--- config.mk ---
export PLATFORM = sky130hd
export DESIGN_NAME = serial_adder_ctrl_flat
export DESIGN_NICKNAME = d
export VERILOG_FILES = /design/src/rtl/serial_adder_ctrl_if.sv /design/src/rtl/serial_adder_ctrl.sv /design/src/flat_wrapper.sv
export SDC_FILE = /design/constraint.sdc
export NUM_CORES = 1
export LEC_CHECK = 0
export ABC_AREA = 1
export CAP_MARGIN = 0
export CORE_ASPECT_RATIO = 1.25
export CORE_MARGIN = 2
export CORE_UTILIZATION = 30
export DETAILED_ROUTE_END_ITERATION = 6
export SETUP_SLACK_MARGIN = 0.1
export SYNTH_ARGS = -nofsm -noshare
export SYNTH_HDL_FRONTEND = slang
export SYNTH_SLANG_ARGS = --single-unit
export TNS_END_PERCENT = 5
--- constraint.sdc ---
create_clock -name clk -period 1.2 [get_ports clk]
set_clock_uncertainty 0.1 [all_clocks]
set_input_delay 0.36 -clock clk [delete_from_list [all_inputs] [get_ports clk]]
set_output_delay 0.36 -clock clk [all_outputs]
set_load 0.02 [all_outputs]
--- src/rtl/serial_adder_ctrl_if.sv ---
// Request/result bundle between an add requester and the serial adder.
// The master drives start and the operands; the slave returns status and result.
interface serial_adder_ctrl_if #(
    parameter int WIDTH = 8
);
    logic             start;
    logic [WIDTH-1:0] a;
    logic [WIDTH-1:0] b;
    logic             busy;
    logic             done;
    logic [WIDTH-1:0] sum;
    logic             carry;

    modport master (
        output start, a, b,
        input  busy, done, sum, carry
    );

    modport slave (
        input  start, a, b,
        output busy, done, sum, carry
    );
endinterface

--- src/rtl/serial_adder_ctrl.sv ---
// Bit-serial adder: one full-add cell, made from two half adders and an OR,
// adds two WIDTH-bit operands LSB-first at one bit per clock. The result is
// only published once the whole word is finished.

// Single-bit half adder used twice to form the full-add cell.
module halfAdder (
    input  logic a,
    input  logic b,
    output logic sum,
    output logic carry
);
    assign sum   = a ^ b;
    assign carry = a & b;
endmodule

module serial_adder_ctrl #(
    parameter int WIDTH = 8
) (
    input  logic              clk,
    input  logic              rst,
    serial_adder_ctrl_if.slave bus
);
    // The counter only has to reach WIDTH-1, and it is at least one bit wide.
    localparam int CW = (WIDTH > 2) ? $clog2(WIDTH) : 1;

    typedef enum logic [1:0] {
        IDLE = 2'd0,
        RUN  = 2'd1,
        DONE = 2'd2
    } state_t;

    state_t state;
    state_t next_state;

    logic [WIDTH-1:0] sa;
    logic [WIDTH-1:0] sb;
    logic [WIDTH-1:0] sr;
    logic [WIDTH-1:0] sum_q;
    logic             carry_q;
    logic             cf;
    logic [CW-1:0]    cnt;

    logic ha1_sum;
    logic ha1_carry;
    logic ha2_sum;
    logic ha2_carry;
    logic cout;
    logic last_step;
    logic [WIDTH-1:0] sr_next;

    // Full-add cell: operand bits first, then the running carry.
    halfAdder u_ha1 (.a(sa[0]),   .b(sb[0]), .sum(ha1_sum), .carry(ha1_carry));
    halfAdder u_ha2 (.a(ha1_sum), .b(cf),    .sum(ha2_sum), .carry(ha2_carry));

    assign cout      = ha1_carry | ha2_carry;
    assign sr_next   = {ha2_sum, sr[WIDTH-1:1]};
    assign last_step = (cnt == CW'(WIDTH - 1));

    // State register; reset aborts any operation in flight.
    always_ff @(posedge clk or posedge rst) begin
        if (rst) begin
            state <= IDLE;
        end else begin
            state <= next_state;
        end
    end

    // Next-state logic: start is only looked at while idle.
    always_comb begin
        next_state = state;
        case (state)
            IDLE:    if (bus.start) next_state = RUN;
            RUN:     if (last_step) next_state = DONE;
            DONE:    next_state = IDLE;
            default: next_state = IDLE;
        endcase
    end

    // Status outputs decode straight from the state register, so nothing on the
    // request side reaches them combinationally.
    always_comb begin
        bus.busy = 1'b0;
        bus.done = 1'b0;
        case (state)
            RUN:     bus.busy = 1'b1;
            DONE:    bus.done = 1'b1;
            default: ;
        endcase
    end

    // Datapath: load on accept, shift one bit per RUN cycle, publish on the last bit.
    always_ff @(posedge clk or posedge rst) begin
        if (rst) begin
            sa      <= '0;
            sb      <= '0;
            sr      <= '0;
            cf      <= 1'b0;
            cnt     <= '0;
            sum_q   <= '0;
            carry_q <= 1'b0;
        end else begin
            case (state)
                IDLE: begin
                    if (bus.start) begin
                        sa  <= bus.a;
                        sb  <= bus.b;
                        sr  <= '0;
                        cf  <= 1'b0;
                        cnt <= '0;
                    end
                end
                RUN: begin
                    sr <= sr_next;
                    sa <= {1'b0, sa[WIDTH-1:1]};
                    sb <= {1'b0, sb[WIDTH-1:1]};
                    cf <= cout;
                    if (last_step) begin
                        sum_q   <= sr_next;
                        carry_q <= cout;
                    end else begin
                        cnt <= cnt + 1'b1;
                    end
                end
                default: ;
            endcase
        end
    end

    assign bus.sum   = sum_q;
    assign bus.carry = carry_q;
endmodule

--- src/flat_wrapper.sv ---
// flat-port wrapper written by rule: the top's interface ports become plain ports
module serial_adder_ctrl_flat 
#(
    parameter int WIDTH = 8
)
  (clk, rst, bus_start, bus_a, bus_b, bus_busy, bus_done, bus_sum, bus_carry);
  serial_adder_ctrl_if #(.WIDTH(WIDTH)) bus_i ();
  input  logic clk;
  input  logic rst;
  input wire logic [$bits(bus_i.start)-1:0] bus_start;
  input wire logic [$bits(bus_i.a)-1:0] bus_a;
  input wire logic [$bits(bus_i.b)-1:0] bus_b;
  output wire logic [$bits(bus_i.busy)-1:0] bus_busy;
  output wire logic [$bits(bus_i.done)-1:0] bus_done;
  output wire logic [$bits(bus_i.sum)-1:0] bus_sum;
  output wire logic [$bits(bus_i.carry)-1:0] bus_carry;
  assign bus_i.start = bus_start;
  assign bus_i.a = bus_a;
  assign bus_i.b = bus_b;
  assign bus_busy = bus_i.busy;
  assign bus_done = bus_i.done;
  assign bus_sum = bus_i.sum;
  assign bus_carry = bus_i.carry;
  serial_adder_ctrl #(.WIDTH(WIDTH)) u_core (.clk(clk), .rst(rst), .bus(bus_i));
endmodule
==> results of run 1 <==
## state kept, by name (all words and copies together) (netlist names)
| name | cells |
|---|---|
| u_core.cnt | 3 |
| u_core.bus.carry | 1 |
| u_core.bus.sum | 8 |
| u_core.sr | 7 |
| u_core.sa | 8 |
| u_core.state | 2 |
| u_core.cf | 1 |
| u_core.sb | 8 |
## Yosys cell counts
| master | n |
|---|---|
| nand2_4 | 2 |
| inv_1 | 14 |
| fa_1 | 1 |
| buf_2 | 4 |
| o21ai_0 | 10 |
| o21ai_1 | 9 |
| dfrtp_1 | 38 |
| o21ai_4 | 1 |
| nand4_1 | 3 |
| nor2_8 | 1 |
| buf_4 | 3 |
| inv_2 | 2 |
| nand3_1 | 18 |
| buf_6 | 2 |
| nand2_1 | 96 |
| nor2_1 | 1 |
| ha_1 | 2 |
## final cells by class
cell class	count	area (um2)
clock buffers	5	68.8
inverters	16	63.8
well taps	66	82.6
multi-input cells	144	718
repair buffers	46	453
flip-flops and latches	38	952
fillers	584	3320
clock inverters	3	40.0
## worst max-delay path: stages, from the launching register on
cell	delay (ps)
dfrtp_2	430
buf_12	130
nor2_8	80
buf_6	120
## layer usage
| layer | GRT usage (%) | vias up |
|---|---|---|
| met4 | 7.03 | 0 |
| met2 | 22.6 | 24 |
| met1 | 16.7 | 656 |
| met5 | 0 | - |
| met3 | 3.04 | 7 |
| li1 | - | 736 |
## metrics by stage
stage          hold WS (ps)  setup slack [ps]
2_1_floorplan           226              -124
3_3_place_gp            362              -475
3_5_place_dp            365              -474
4_1_cts                 365              -343
5_1_grt                 380              -375
6_report                366              -319
## worst max path at each step
| stage | start | slack [ps] | end | depth (start not counted) |
|---|---|---|---|---|
| CTS | u_core.state[1] | -340 | bus_busy | 3 |
| detailed placement | u_core.state[0] | -470 | bus_busy | 3 |
| floorplan | u_core.state[0] | -120 | bus_done | 3 |
| global placement | u_core.state[1] | -470 | bus_done | 3 |
| finish | u_core.state[1] | -320 | bus_busy | 3 |
| global route | u_core.state[0] | -370 | bus_busy | 3 |
## what timing repair did
item | in CTS | in global routing
pin swaps | 4 | 1
endpoints found under the setup margin | 49 | 49
gates resized for setup | 53 | 3
endpoints found under the hold margin | 0 | 0
setup buffers | 2 | 2
## power by group
| group | leakage, nW | total, mW | switching (mW) | internal (mW) |
|---|---|---|---|---|
| combinational | 0.662 | 2.73 | 1.53 | 1.19 |
| sequential | 0.483 | 2.14 | 0.304 | 1.83 |
| clock | 0.0579 | 1.06 | 0.446 | 0.612 |
## cell usage in the layout (no fill, tap or decap), types with 3 or more instances in the layout
cell type        netlist  final
nand2_1               96     95
dfrtp_1               38     37
clkdlybuf4s50_1        0     18
nand3_1               18     17
inv_1                 14     13
o21ai_0               10     10
buf_4                  3     10
o21ai_1                9      9
buf_2                  4      9
clkbuf_8               0      5
buf_12                 0      5
nand4_1                3      3
## kinds of logic after synthesis
kind of cell / Yosys count / synth area share [%]
AO/OA/AOI/OAI: 20 / 6.37
adder cells (fa/ha/maj): 3 / 2.58
buffers and inverters: 25 / 7.16
flip-flops: 38 / 54.4
AND/OR/NAND/NOR: 121 / 29.5
==> impl_summary.log, run 1 <==
[metrics] reg2reg setup slack: -230 ps
[metrics] average wire per standard cell: 12.0 um
[metrics] number of antenna violations at the first check in global routing: 0
[metrics] drt via density: 4.47
[metrics] violated checks: negative setup slack
[metrics] max-slew violation count: 0
[metrics] Final min period: 1520 ps
[metrics] post-synth top area share: 54.4%
[metrics] number of DRC violations after detailed-routing iteration 0: 66
[metrics] area of the core: 0.00570 mm2
[metrics] outcome: finished, violations left
[metrics] Die Ht: 89.3 um
[metrics] library cells used by synthesis: 17
[metrics] Ant. Diodes: 0
[metrics] H-Tree Level Count: 2
[metrics] iteration count of the initial detailed-routing pass: 4
[metrics] synthesized netlist cell count: 207
[metrics] detailed-route wire length on metal 1: 1700 um
[metrics] post-route fraction of the period consumed by the critical path: 127%
[metrics] final number of hold-violating endpoints: 0
[metrics] dominant cells by area after synthesis: dfrtp_1 54%, nand2_1 21%, nand3_1 5.2%
[metrics] data arrival time of the worst path: 1060 ps
[metrics] CP Max Fanout: 2
[metrics] sequential area share after synthesis: 54.4%
[metrics] setup_tns: -8050 ps
[metrics] startpoint-to-endpoint class of the critical path: flip-flop to output pin
[metrics] number of global-route vias before repair: 1,454
[metrics] Worst Slack Setup Final: -319 ps
[metrics] path depth of the worst reg2reg path: 6
[metrics] total CTS buffers: 5
[metrics] placed inst area: 0.00222 mm2
[metrics] Min-Delay Path Class: primary input to asynchronous set/reset pin
[metrics] Port Buffer Count: 29
[metrics] number of primary I/O pins: 30
[metrics] utilization after layout: 41.7%
[metrics] critical register-to-register path startpoint: u_core.state[0]
[metrics] Clock Tree Buf Depth: 2
[metrics] Total Wirelength: 3800 um
[metrics] Total Die Area: 0.00646 mm2
[metrics] total placed cells including tap cells: 306
[metrics] unrepaired setup endpoints after global routing: true
[metrics] maximum clock rate: 0.658 GHz
[metrics] latest clock arrival within the worst-skew pair: 290 ps
[metrics] highest layer used for signal routing: met4
[metrics] sum of net half-perimeters after detailed placement: 2650 um
[metrics] Mapped Area: 0.00175 mm2
[metrics] Syn Area/Cell: 8.44 um2
[metrics] Max Cap Viol: 0
[metrics] clock tree root driver cell: clkbuf_8
[metrics] Final Wtd Congestion: 0.724
[metrics] Detail Route Antenna Nets: 0
[metrics] power per unit of standard cell area: 2490 mW/mm2
[metrics] total nets after synthesis: 229
[metrics] layout cell share with drive strength beyond 1: 19.4%
[metrics] amount of wire on met3 after detailed routing: 135 um
[metrics] PnR Total Power: 5.92 mW
[metrics] CP startpoint kind: flip-flop
[metrics] number of clock sinks: 38
[metrics] global-route wire length before repair: 6780 um
[metrics] routed wire length on met2: 1870 um
[metrics] total gr overflow: 0
[metrics] TritonCTS clock tree: built
[metrics] Data required, critical path: 740 ps
[metrics] row count: 31
[metrics] via count of the routed design: 1,423
[metrics] final design instance area without fill: 0.00238 mm2
[metrics] pin count of the biggest net entering global routing: 22
[metrics] total of hold buffers inserted after clock tree synthesis: 0
[metrics] post-route insts no fill: 318
[metrics] number of nets in the final layout: 273
[metrics] DRC Markers: 0
[metrics] post-synth top area cell: dfrtp_1
[metrics] r2r endpoint: u_core.sa[4]
[metrics] global routing usage summed across all routing layers: 13.7%
[metrics] width of the die: 72.3 um
[metrics] post-synthesis sequential element count: 38
[metrics] clock transition at the registers of the reported paths: 80 ps
[metrics] endpoint class of the critical path: output pin
[metrics] setup-violating endpoint count in the final report: 49
[metrics] worst max-slew margin expressed relative to the limit: 82.3%
[metrics] signed area change from the synthesized netlist to the final layout: 36.1%
[metrics] worst ir drop on vdd: 629 uV
[metrics] starting utilization of the core area: 30.7%
[metrics] static leakage power: 1.20 nW
[metrics] number of warnings issued by yosys: 0
[metrics] Tightest Pin Transition: 265 ps
No activity file was read; power rests on OpenSTA's default activity.
==> inputs of run 2 (changes only) <==
CORE_ASPECT_RATIO = 0.9   (was 1.25)
==> run 2 against run 1 <==
The flow still finishes with violations (negative setup slack). Worst hold slack worse by 7.4 ps. Maximum frequency is 2.1% higher. Register-to-register slack better by 80 ps. Power is 5.3% lower. Count of clock-buffer cells in the layout is 1 higher. Utilization is 0.56 points lower. Wire length is 4.0% lower. Critical path type unchanged.
==> impl_summary.log, run 2 (synthesis gave the netlist of run 1 again) <==
[metrics] total CTS buffers: 5 (unchanged)
[metrics] number of nets in the final layout: 273 (unchanged)
[metrics] row count: 26 (-16%)
[metrics] PnR Total Power: 5.61 mW (-5.3%)
[metrics] total of hold buffers inserted after clock tree synthesis: 0 (unchanged)
[metrics] setup_tns: -5030 ps (+3020 ps)
[metrics] Total Wirelength: 3650 um (-4.0%)
[metrics] Ant. Diodes: 0 (unchanged)
[metrics] final number of hold-violating endpoints: 0 (unchanged)
[metrics] Port Buffer Count: 29 (unchanged)
[metrics] starting utilization of the core area: 30.9% (+0.22 points)
[metrics] CP Max Fanout: 2 (unchanged)
[metrics] Switching Share: 40.3% (+1.7 points)
[metrics] number of DRC violations after detailed-routing iteration 0: 93 (+41%)
[metrics] commonest cells after routing, fill and taps aside: 95 x nand2_1, 36 x dfrtp_1, 18 x nand3_1, 18 x clkdlybuf4s50_1, 14 x o21ai_1
[metrics] endpoint of the worst setup timing path: bus_busy
[metrics] Total Die Area: 0.00645 mm2 (about the same)
[metrics] r2r endpoint: u_core.sb[0]
[metrics] TritonCTS clock tree: built
[metrics] global-route wire length before repair: 6520 um (-3.9%)
[metrics] Detail Route Antenna Nets: 0 (unchanged)
[metrics] outcome: finished, violations left
[metrics] total gr overflow: 0 (unchanged)
[metrics] worst ir drop on vdd: 748 uV (+19%)
[metrics] Die Ht: 76.4 um (-14%)
[metrics] worst-case setup slack after placement: -469 ps (+4.61 ps)
[metrics] DRC Markers: 0 (unchanged)
[metrics] violated checks: negative setup slack
[metrics] number of global-route vias before repair: 1,393 (-4.2%)
[metrics] number of antenna violations at the first check in global routing: 0 (unchanged)
[metrics] Final Wtd Congestion: 0.772 (+6.6%)
[metrics] number of primary I/O pins: 30 (unchanged)
[metrics] iteration count of the initial detailed-routing pass: 4 (unchanged)
[metrics] design internal power: 3.35 mW (-7.9%)
[metrics] area used by multi-input combinational logic: 706 um2 (-1.7%)
[metrics] Tightest Pin Transition: 261 ps (-3.79 ps)
[metrics] Switching Power: 2.26 mW (-1.1%)
[metrics] max-slew violation count: 0 (unchanged)
[metrics] signed area change from the synthesized netlist to the final layout: 33.3%
[metrics] path depth of the worst reg2reg path: 8 (+2)
[metrics] startpoint-to-endpoint class of the critical path: flip-flop to output pin
[metrics] average wire per standard cell: 11.3 um (-5.2%)
[metrics] H-Tree Level Count: 2 (unchanged)
[metrics] Comb power frac: 46.4% (+0.3 points)
[metrics] clock transition at the registers of the reported paths: 80 ps (about the same)
[metrics] global routing usage summed across all routing layers: 12.5% (-1.2 points)
[metrics] post-route fraction of the period consumed by the critical path: 124% (-2.6 points)
[metrics] CP startpoint kind: flip-flop
[metrics] Worst Slack Setup Final: -288 ps (+31.2 ps)
[metrics] setup-violating endpoint count in the final report: 48 (-2.0%)
[metrics] most frequent standard cell in the layout excluding fill and tap cells: nand2_1
[metrics] unrepaired setup endpoints after global routing: true
[metrics] sum of net half-perimeters after detailed placement: 2650 um (about the same)
[metrics] via count of the routed design: 1,415 (-0.56%)
[metrics] portion of total power attributed to the clock network: 15.5% (-2.4 points)
[metrics] data arrival time of the worst path: 1030 ps (-30 ps)
[metrics] static leakage power: 1.18 nW (-1.7%)
[metrics] register share of total power: 38.1% (+2.0 points)
[metrics] critical register-to-register path startpoint: u_core.state[1]
[metrics] Min-Delay Path Class: primary input to asynchronous set/reset pin
[metrics] drt via density: 4.39 (-1.8%)
[metrics] layout cell share with drive strength beyond 1: 19.0% (-0.40 points)
[metrics] Clock Tree Buf Depth: 2 (unchanged)
[metrics] Final min period: 1490 ps (-31.2 ps)
[metrics] Data required, critical path: 740 ps (about the same)
[metrics] maximum clock rate: 0.672 GHz (+2.1%)
[metrics] total area of sequential cells: 953 um2 (+0.13%)
[metrics] worst max-slew margin expressed relative to the limit: 82.6% (+0.26 points)
[metrics] area of the core: 0.00566 mm2 (-0.72%)
[metrics] power per unit of standard cell area: 2410 mW/mm2 (-3.3%)
[metrics] worst setup path startpoint: u_core.state[1]
[metrics] width of the die: 84.5 um (+17%)
[metrics] endpoint class of the critical path: output pin
[metrics] clock tree root driver cell: clkbuf_8
[metrics] reg2reg setup slack: -150 ps (+80 ps)
[metrics] number of clock sinks: 38 (unchanged)
[metrics] number of inserted filler cells in the final layout: 588 (+0.68%)
[metrics] latest clock arrival within the worst-skew pair: 290 ps (about the same)
[metrics] pin count of the biggest net entering global routing: 22 (unchanged)
[metrics] Max Cap Viol: 0 (unchanged)
[metrics] Post-Route Hold Slack: 359 ps (-7.43 ps)
[run 2: what timing repair did]
item	4_1_cts	5_1_grt
setup buffers	1	1
cloned	0	0
pin swaps	3	4
gates resized for setup	53	8
setup endpoints to repair	49	49
[run 2: layer usage]
layer,global-route usage [%],vias to the layer above,routed length [um]
li1,-,736,-
met1,17.3,645,1850
met2,18.9,28,1610
met3,3.03,6,123
met4,4.76,0,62
met5,0,-,0
[run 2: stage by stage]
stage | cell area [um2] | utilization (%) | std cells
after floorplan | 1790 | - | 207
after global routing | 2330 | 41.2 | 322
after detailed placement | 2230 | 39.3 | 312
after CTS | 2300 | 40.6 | 321
after global placement | 2230 | 39.3 | 312
final | 2330 | 41.2 | 322
[run 2: cell type report]
type,instances,area share [%]
Clock buffer,6,3.11
Clock inverter,2,0.591
Multi-Input combinational cell,144,30.3
Sequential cell,38,40.9
Tap cell,70,3.76
Timing Repair Buffer,46,18.6
Inverter,16,2.74
[run 2: worst min-delay path by stage]
stage                            start           endpoint
final                              rst  u_core.bus.sum[2]
after global placement    u_core.sa[1]       u_core.sa[1]
after global routing               rst       u_core.sr[4]
after floorplan                    rst   u_core.bus.carry
after CTS                          rst       u_core.sr[4]
after detailed placement  u_core.sr[6]       u_core.sr[5]
[run 2: critical path: stages, from the launching register on]
cell     delay [ps]
dfrtp_2         420
buf_6           130
nor2_8           80
buf_6           120
[run 2: power by group through the flow]
| stage | clock network, mW | logic [mW] | registers [mW] |
|---|---|---|---|
| detailed placement | 0 | 2.59 | 2.17 |
| global route | 0.957 | 2.97 | 2.21 |
| global placement | 0 | 2.56 | 2.16 |
| floorplan | 0 | 1.57 | 2.29 |
| CTS | 0.907 | 2.54 | 2.14 |
| finish | 0.867 | 2.60 | 2.14 |
==> inputs of run 3 (changes only) <==
CELL_PAD_IN_SITES_DETAIL_PLACEMENT = 0   (was not set)
CELL_PAD_IN_SITES_GLOBAL_PLACEMENT = 1   (was not set)
GPL_TIMING_DRIVEN = 0   (was not set)
PLACE_DENSITY_LB_ADDON = 0.1   (was not set)
SLEW_MARGIN = 20   (was not set)
==> run 3 against run 2 <==
The flow still finishes with violations (negative setup slack). Via count grew 0.78%. Final cell count stayed put. Count of clock-buffer cells in the layout unchanged. Combinational power up 11%.
==> impl_summary.log, run 3 (synthesis gave the netlist of run 1 again) <==
[metrics] commonest cells after routing, fill and taps aside: 94 x nand2_1, 37 x dfrtp_1, 16 x nand3_1, 16 x clkdlybuf4s50_1, 12 x inv_1
[metrics] final number of hold-violating endpoints: 0 (unchanged)
[metrics] unrepaired setup endpoints after global routing: true
[metrics] Port Buffer Count: 29 (unchanged)
[metrics] number of inserted filler cells in the final layout: 600 (+2.0%)
[metrics] startpoint-to-endpoint class of the critical path: flip-flop to output pin
[metrics] static leakage power: 1.24 nW (+4.5%)
[metrics] DRC Markers: 0 (unchanged)
[metrics] CP startpoint kind: flip-flop
[metrics] max-slew violation count: 0 (unchanged)
[metrics] total CTS buffers: 5 (unchanged)
[metrics] most utilized layer in the global route result: met2
[metrics] met1 layer usage reported by global route: 17.5% (+0.25 points)
[metrics] Critical path buffers and inverters: 2 (unchanged)
[metrics] Total Wirelength: 4140 um (+13%)
[metrics] sum of net half-perimeters after detailed placement: 2670 um (+0.75%)
[metrics] Data required, critical path: 740 ps (about the same)
[metrics] iteration count of the initial detailed-routing pass: 4 (unchanged)
[metrics] starting utilization of the core area: 30.9% (unchanged)
[metrics] signed area change from the synthesized netlist to the final layout: 40.5%
[metrics] Die Ht: 76.4 um (unchanged)
[metrics] Worst Slack Setup Final: -373 ps (-85.5 ps)
[metrics] row count: 26 (unchanged)
[metrics] area of the core: 0.00566 mm2 (unchanged)
[metrics] worst ir drop on vdd: 944 uV (+26%)
[metrics] Ant. Diodes: 0 (unchanged)
[metrics] Tightest Pin Transition: 844 ps (+583 ps)
[metrics] data arrival time of the worst path: 1110 ps (+80 ps)
[metrics] cells along the critical path: buf_4 > nor2_8 > buf_6
[metrics] power per unit of standard cell area: 2600 mW/mm2 (+8.0%)
[metrics] setup-violating endpoint count in the final report: 48 (unchanged)
[metrics] Max Cap Viol: 0 (unchanged)
[metrics] outcome: finished, violations left
[metrics] Min-Delay Path Class: primary input to asynchronous set/reset pin
[metrics] number of primary I/O pins: 30 (unchanged)
[metrics] number of global-route vias before repair: 1,508 (+8.3%)
[metrics] drt via density: 4.43 (+0.78%)
[metrics] Detail Route Antenna Nets: 0 (unchanged)
[metrics] setup_tns: -6320 ps (-1290 ps)
[metrics] global-route met3 utilization: 3.68% (+0.65 points)
[metrics] number of nets in the final layout: 273 (unchanged)
[metrics] clock tree root driver cell: clkbuf_8
[metrics] global routing usage summed across all routing layers: 14.3% (+1.8 points)
[metrics] Clock Tree Buf Depth: 2 (unchanged)
[metrics] TritonCTS clock tree: built
[metrics] number of antenna violations at the first check in global routing: 0 (unchanged)
[metrics] met2 Track Usage GR: 23.2% (+4.3 points)
[metrics] total gr overflow: 0 (unchanged)
[metrics] maximum cell stage delay along the critical path: 430 ps (about the same)
[metrics] worst max-slew margin expressed relative to the limit: 43.6% (-39 points)
[metrics] cell family contributing the most delay on the critical path: flip-flops
[metrics] CP Max Fanout: 2 (unchanged)
[metrics] via count of the routed design: 1,426 (+0.78%)
[metrics] pin count of the biggest net entering global routing: 39 (+77%)
[metrics] layout cell share with drive strength beyond 1: 22.2% (+3.2 points)
[metrics] latest clock arrival within the worst-skew pair: 300 ps (about the same)
[metrics] Total Die Area: 0.00645 mm2 (unchanged)
[metrics] number of clock sinks: 38 (unchanged)
[metrics] Final min period: 1570 ps (+85.5 ps)
[metrics] Post-Route Hold Slack: 208 ps (-150 ps)
[metrics] number of DRC violations after detailed-routing iteration 0: 45 (-52%)
[metrics] CP max-delay cell: dfrtp_2
[metrics] maximum clock rate: 0.636 GHz (-5.4%)
[metrics] most frequent standard cell in the layout excluding fill and tap cells: nand2_1
[metrics] global-route wire length before repair: 7180 um (+10%)
[metrics] Final Wtd Congestion: 0.759 (-1.6%)
[metrics] width of the die: 84.5 um (unchanged)
[metrics] endpoint class of the critical path: output pin
[metrics] post-route fraction of the period consumed by the critical path: 131% (+7.1 points)
[metrics] violated checks: negative setup slack
[metrics] average wire per standard cell: 12.8 um (+13%)
[metrics] H-Tree Level Count: 2 (unchanged)
[metrics] clock transition at the registers of the reported paths: 80 ps (about the same)
[metrics] total of hold buffers inserted after clock tree synthesis: 0 (unchanged)
## run 3: cell count changes in the layout (fill, tap and decap cells not counted), moves of 2 or more
cell,change
buf_12,-4
buf_2,-2
buf_4,-3
buf_6,+3
buf_8,+6
bufinv_16,+2
clkdlybuf4s50_1,-2
inv_2,-2
inv_4,+3
nand3_1,-2
o21ai_1,-3
o21ai_2,+4
## run 3: timing repair
action | CTS | global route
buffers inserted | 7 | 1
setup endpoints to repair | 87 | 50
resized for setup | 84 | 8
hold endpoints to repair | 0 | 0
pin swaps | 7 | 4
## run 3: routing by layer
layer  share of wire [%]  wire length, um
met5                   0                0
met4                 1.8               76
met3                 3.9              161
met2                  46             1890
met1                  48             2010
## run 3: through the flow
| stage | power, mW | cells | worst slack (ps) | utilization [%] | area (um2) |
|---|---|---|---|---|---|
| 2_1_floorplan | 3.86 | 207 | -124 | - | 1790 |
| 3_3_place_gp | 4.70 | 306 | -713 | 38.2 | 2160 |
| 3_5_place_dp | 4.71 | 306 | -713 | 38.2 | 2160 |
| 4_1_cts | 6.40 | 321 | -408 | 42.6 | 2410 |
| 5_1_grt | 6.91 | 322 | -430 | 43.4 | 2460 |
| 6_report | 6.38 | 322 | -373 | 43.4 | 2460 |
## run 3: worst register-to-register path, stage by stage (launching register included)
cell	delay (ps)
dfrtp_1	390
buf_6	130
buf_4	170
o21ai_4	260
buf_6	200
nand2_1	60
nand2_1	60
## run 3: final timing paths
| path | from | to | slack (ps) | cells past startpoint |
|---|---|---|---|---|
| min reg2reg | u_core.sb[2] | u_core.sb[2] | 380 | 2 |
| max reg2reg | u_core.state[0] | u_core.sb[3] | -230 | 6 |
| max | u_core.state[1] | bus_busy | -370 | 3 |
| min in group clk | u_core.sb[2] | u_core.sb[2] | 380 | 2 |
| min | rst | u_core.sb[2] | 210 | 2 |
| max in group asynchronous | rst | u_core.state[1] | 290 | 2 |
## run 3: final cells by class
class	instances	area [um2]	share of cell area, %
clock buffers	6	82.6	3.36
plain buffers	9	113	4.58
well taps	70	87.6	3.57
inverters	16	71.3	2.90
clock inverters	2	60.1	2.45
multi-input cells	144	759	30.9
repair buffers	37	330	13.4
flip-flops and latches	38	952	38.8
## run 3: where the power goes
group / switching, mW / leakage [nW] / internal [mW]
sequential: 0.296 / 0.483 / 1.83
clock: 0.486 / 0.0714 / 0.887
combinational: 1.65 / 0.681 / 1.23
total: 2.43 / 1.24 / 3.95
==> patch: new RTL, config.mk and constraints of run 1 <==
Reset style: synchronous (`rst`), changed in 2 clocked blocks.
--- a/src/rtl/serial_adder_ctrl.sv
+++ b/src/rtl/serial_adder_ctrl.sv
@@ -58,5 +58,5 @@
 
     // State register; reset aborts any operation in flight.
-    always_ff @(posedge clk or posedge rst) begin
+    always_ff @(posedge clk) begin
         if (rst) begin
             state <= IDLE;
@@ -90,5 +90,5 @@
 
     // Datapath: load on accept, shift one bit per RUN cycle, publish on the last bit.
-    always_ff @(posedge clk or posedge rst) begin
+    always_ff @(posedge clk) begin
         if (rst) begin
             sa      <= '0;
Function: differs if rst is asserted again (counterexample within 4 cycles, from zero or initial values and one cycle with rst high); with rst held inactive, the same outputs for 10 cycles.
==> patch against run 1 <==
The flow still finishes with violations (setup timing). Synthesized cell count grew 7.2%. Wire length shrank 3.2%. Area after synthesis shrank 11%. Design area shrank 2.1%. Cell count grew 3.1%. Sequential cell count is the same. Count of clock-buffer cells in the layout grew 1. Setup slack gained 0.090 ns. Core utilization grew 4.5 points. Critical endpoint unchanged.
Power is not compared: it rests on default switching activity, and its combinational part moved more than twofold at a synthesized area within 25%.
==> patch: results (changes against run 1) <==
metric,value,unit,change
outcome,finished with violations,,unchanged
failing checks,setup timing,,unchanged
met2 GRT Util,22.2,%,was 22.6%
placed instance count,317,,was 306
fill count,503,,was 584
critical path's slowest cell,dfxtp_2,,was dfrtp_2
GR Util met3,4.02,%,was 3.04%
Worst-Margin Slew,0.180,ns,was 0.265 ns
Finished Layout Cells,328,,was 318
vias in the first global route,1381,,"was 1,454"
CP Max Fanout,4,,was 2
share of cells above drive strength 1,26.7,%,was 19.4%
WL met1,1710,µm,was 1700 µm
top post-synthesis cells by count,"nand2_1, dfxtp_1, nor2_1, o21ai_0, a21oi_1",,"was nand2_1, dfrtp_1, nand3_1, inv_1, o21ai_0"
internal reg-to-reg setup slack,-0.13,ns,was -0.23 ns
worst r2r path cells,7,,was 6
syn nets,244,,was 229
Final Wtd Congestion,0.710,,was 0.724
reg-to-reg endpoint,u_core.cnt[1],,was u_core.sa[4]
ys async rst share,0,%,was 100%
Post-DP Area,0.00203,mm²,was 0.00222 mm²
final setup vio count,31,,was 49
dpl ws,-0.430,ns,was -0.474 ns
total track usage,13.6,%,was 13.7%
compound-gate portion of the synthesized area,9.29,%,was 6.37%
CP peak stage delay,0.36,ns,was 0.43 ns
Sum Neg Setup Slack,-1.84,ns,was -8.05 ns
met3 wire len,167,µm,was 135 µm
final wirelength,3680,µm,was 3800 µm
Post-synth top flop,dfxtp_1,,was dfrtp_1
worst r2r src,u_core.cnt[0],,was u_core.state[0]
first-pass GRT wire length,5960,µm,was 6780 µm
final worst setup slack,-0.229,ns,was -0.319 ns
==> patch: changes by cell type after synthesis, sizes merged, moves of 7 or more <==
cell / run 1 / this run
a21oi: 0 / 12
nand2: 98 / 87
inv: 16 / 6
nor2: 2 / 38
nand3: 18 / 11
dfxtp: 0 / 38
dfrtp: 38 / 0
==> patch: what timing repair did <==
item,4_1_cts,5_1_grt
setup buffers,0,2
pin swaps,1,5
endpoints found under the setup margin,49,49
gates resized for setup,99,17
gates cloned,0,1
==> patch: power groups by stage <==
stage / Clock [mW] / Sequential (mW) / Combinational [mW]
finish: 1.34 / 1.35 / 0.388
floorplan: 0 / 1.37 / 0.192
detailed placement: 0 / 1.38 / 0.325
CTS: 1.37 / 1.35 / 0.349
global placement: 0 / 1.37 / 0.327
global route: 1.43 / 1.36 / 0.433
==> patch: through the flow <==
stage / hold WS (ns) / power (mW)
final: 0.361 / 3.08
after global routing: 0.387 / 3.22
after CTS: 0.368 / 3.07
after detailed placement: 0.357 / 1.70
after global placement: 0.353 / 1.70
after floorplan: 0.329 / 1.56
==> patch: area by class of cell <==
cell class                      count  area share (%)
Clock buffer                        6            3.54
Clock inverter                      2            2.58
Inverter                            7            1.34
Multi-Input combinational cell    168            35.2
Sequential cell                    38            33.5
Tap cell                           62            3.33
Timing Repair Buffer               45            20.5
==> patch: worst max-delay path by stage <==
stage          depth (start not counted)  slack [ns]             from           endpoint
2_1_floorplan                          8       0.005    u_core.cnt[0]  u_core.bus.sum[7]
3_3_place_gp                           5       -0.41        bus_start       u_core.sb[1]
3_5_place_dp                           5       -0.43        bus_start       u_core.sa[5]
4_1_cts                                3       -0.23  u_core.state[0]           bus_busy
5_1_grt                                3       -0.27  u_core.state[0]           bus_busy
6_report                               3       -0.23  u_core.state[0]           bus_busy
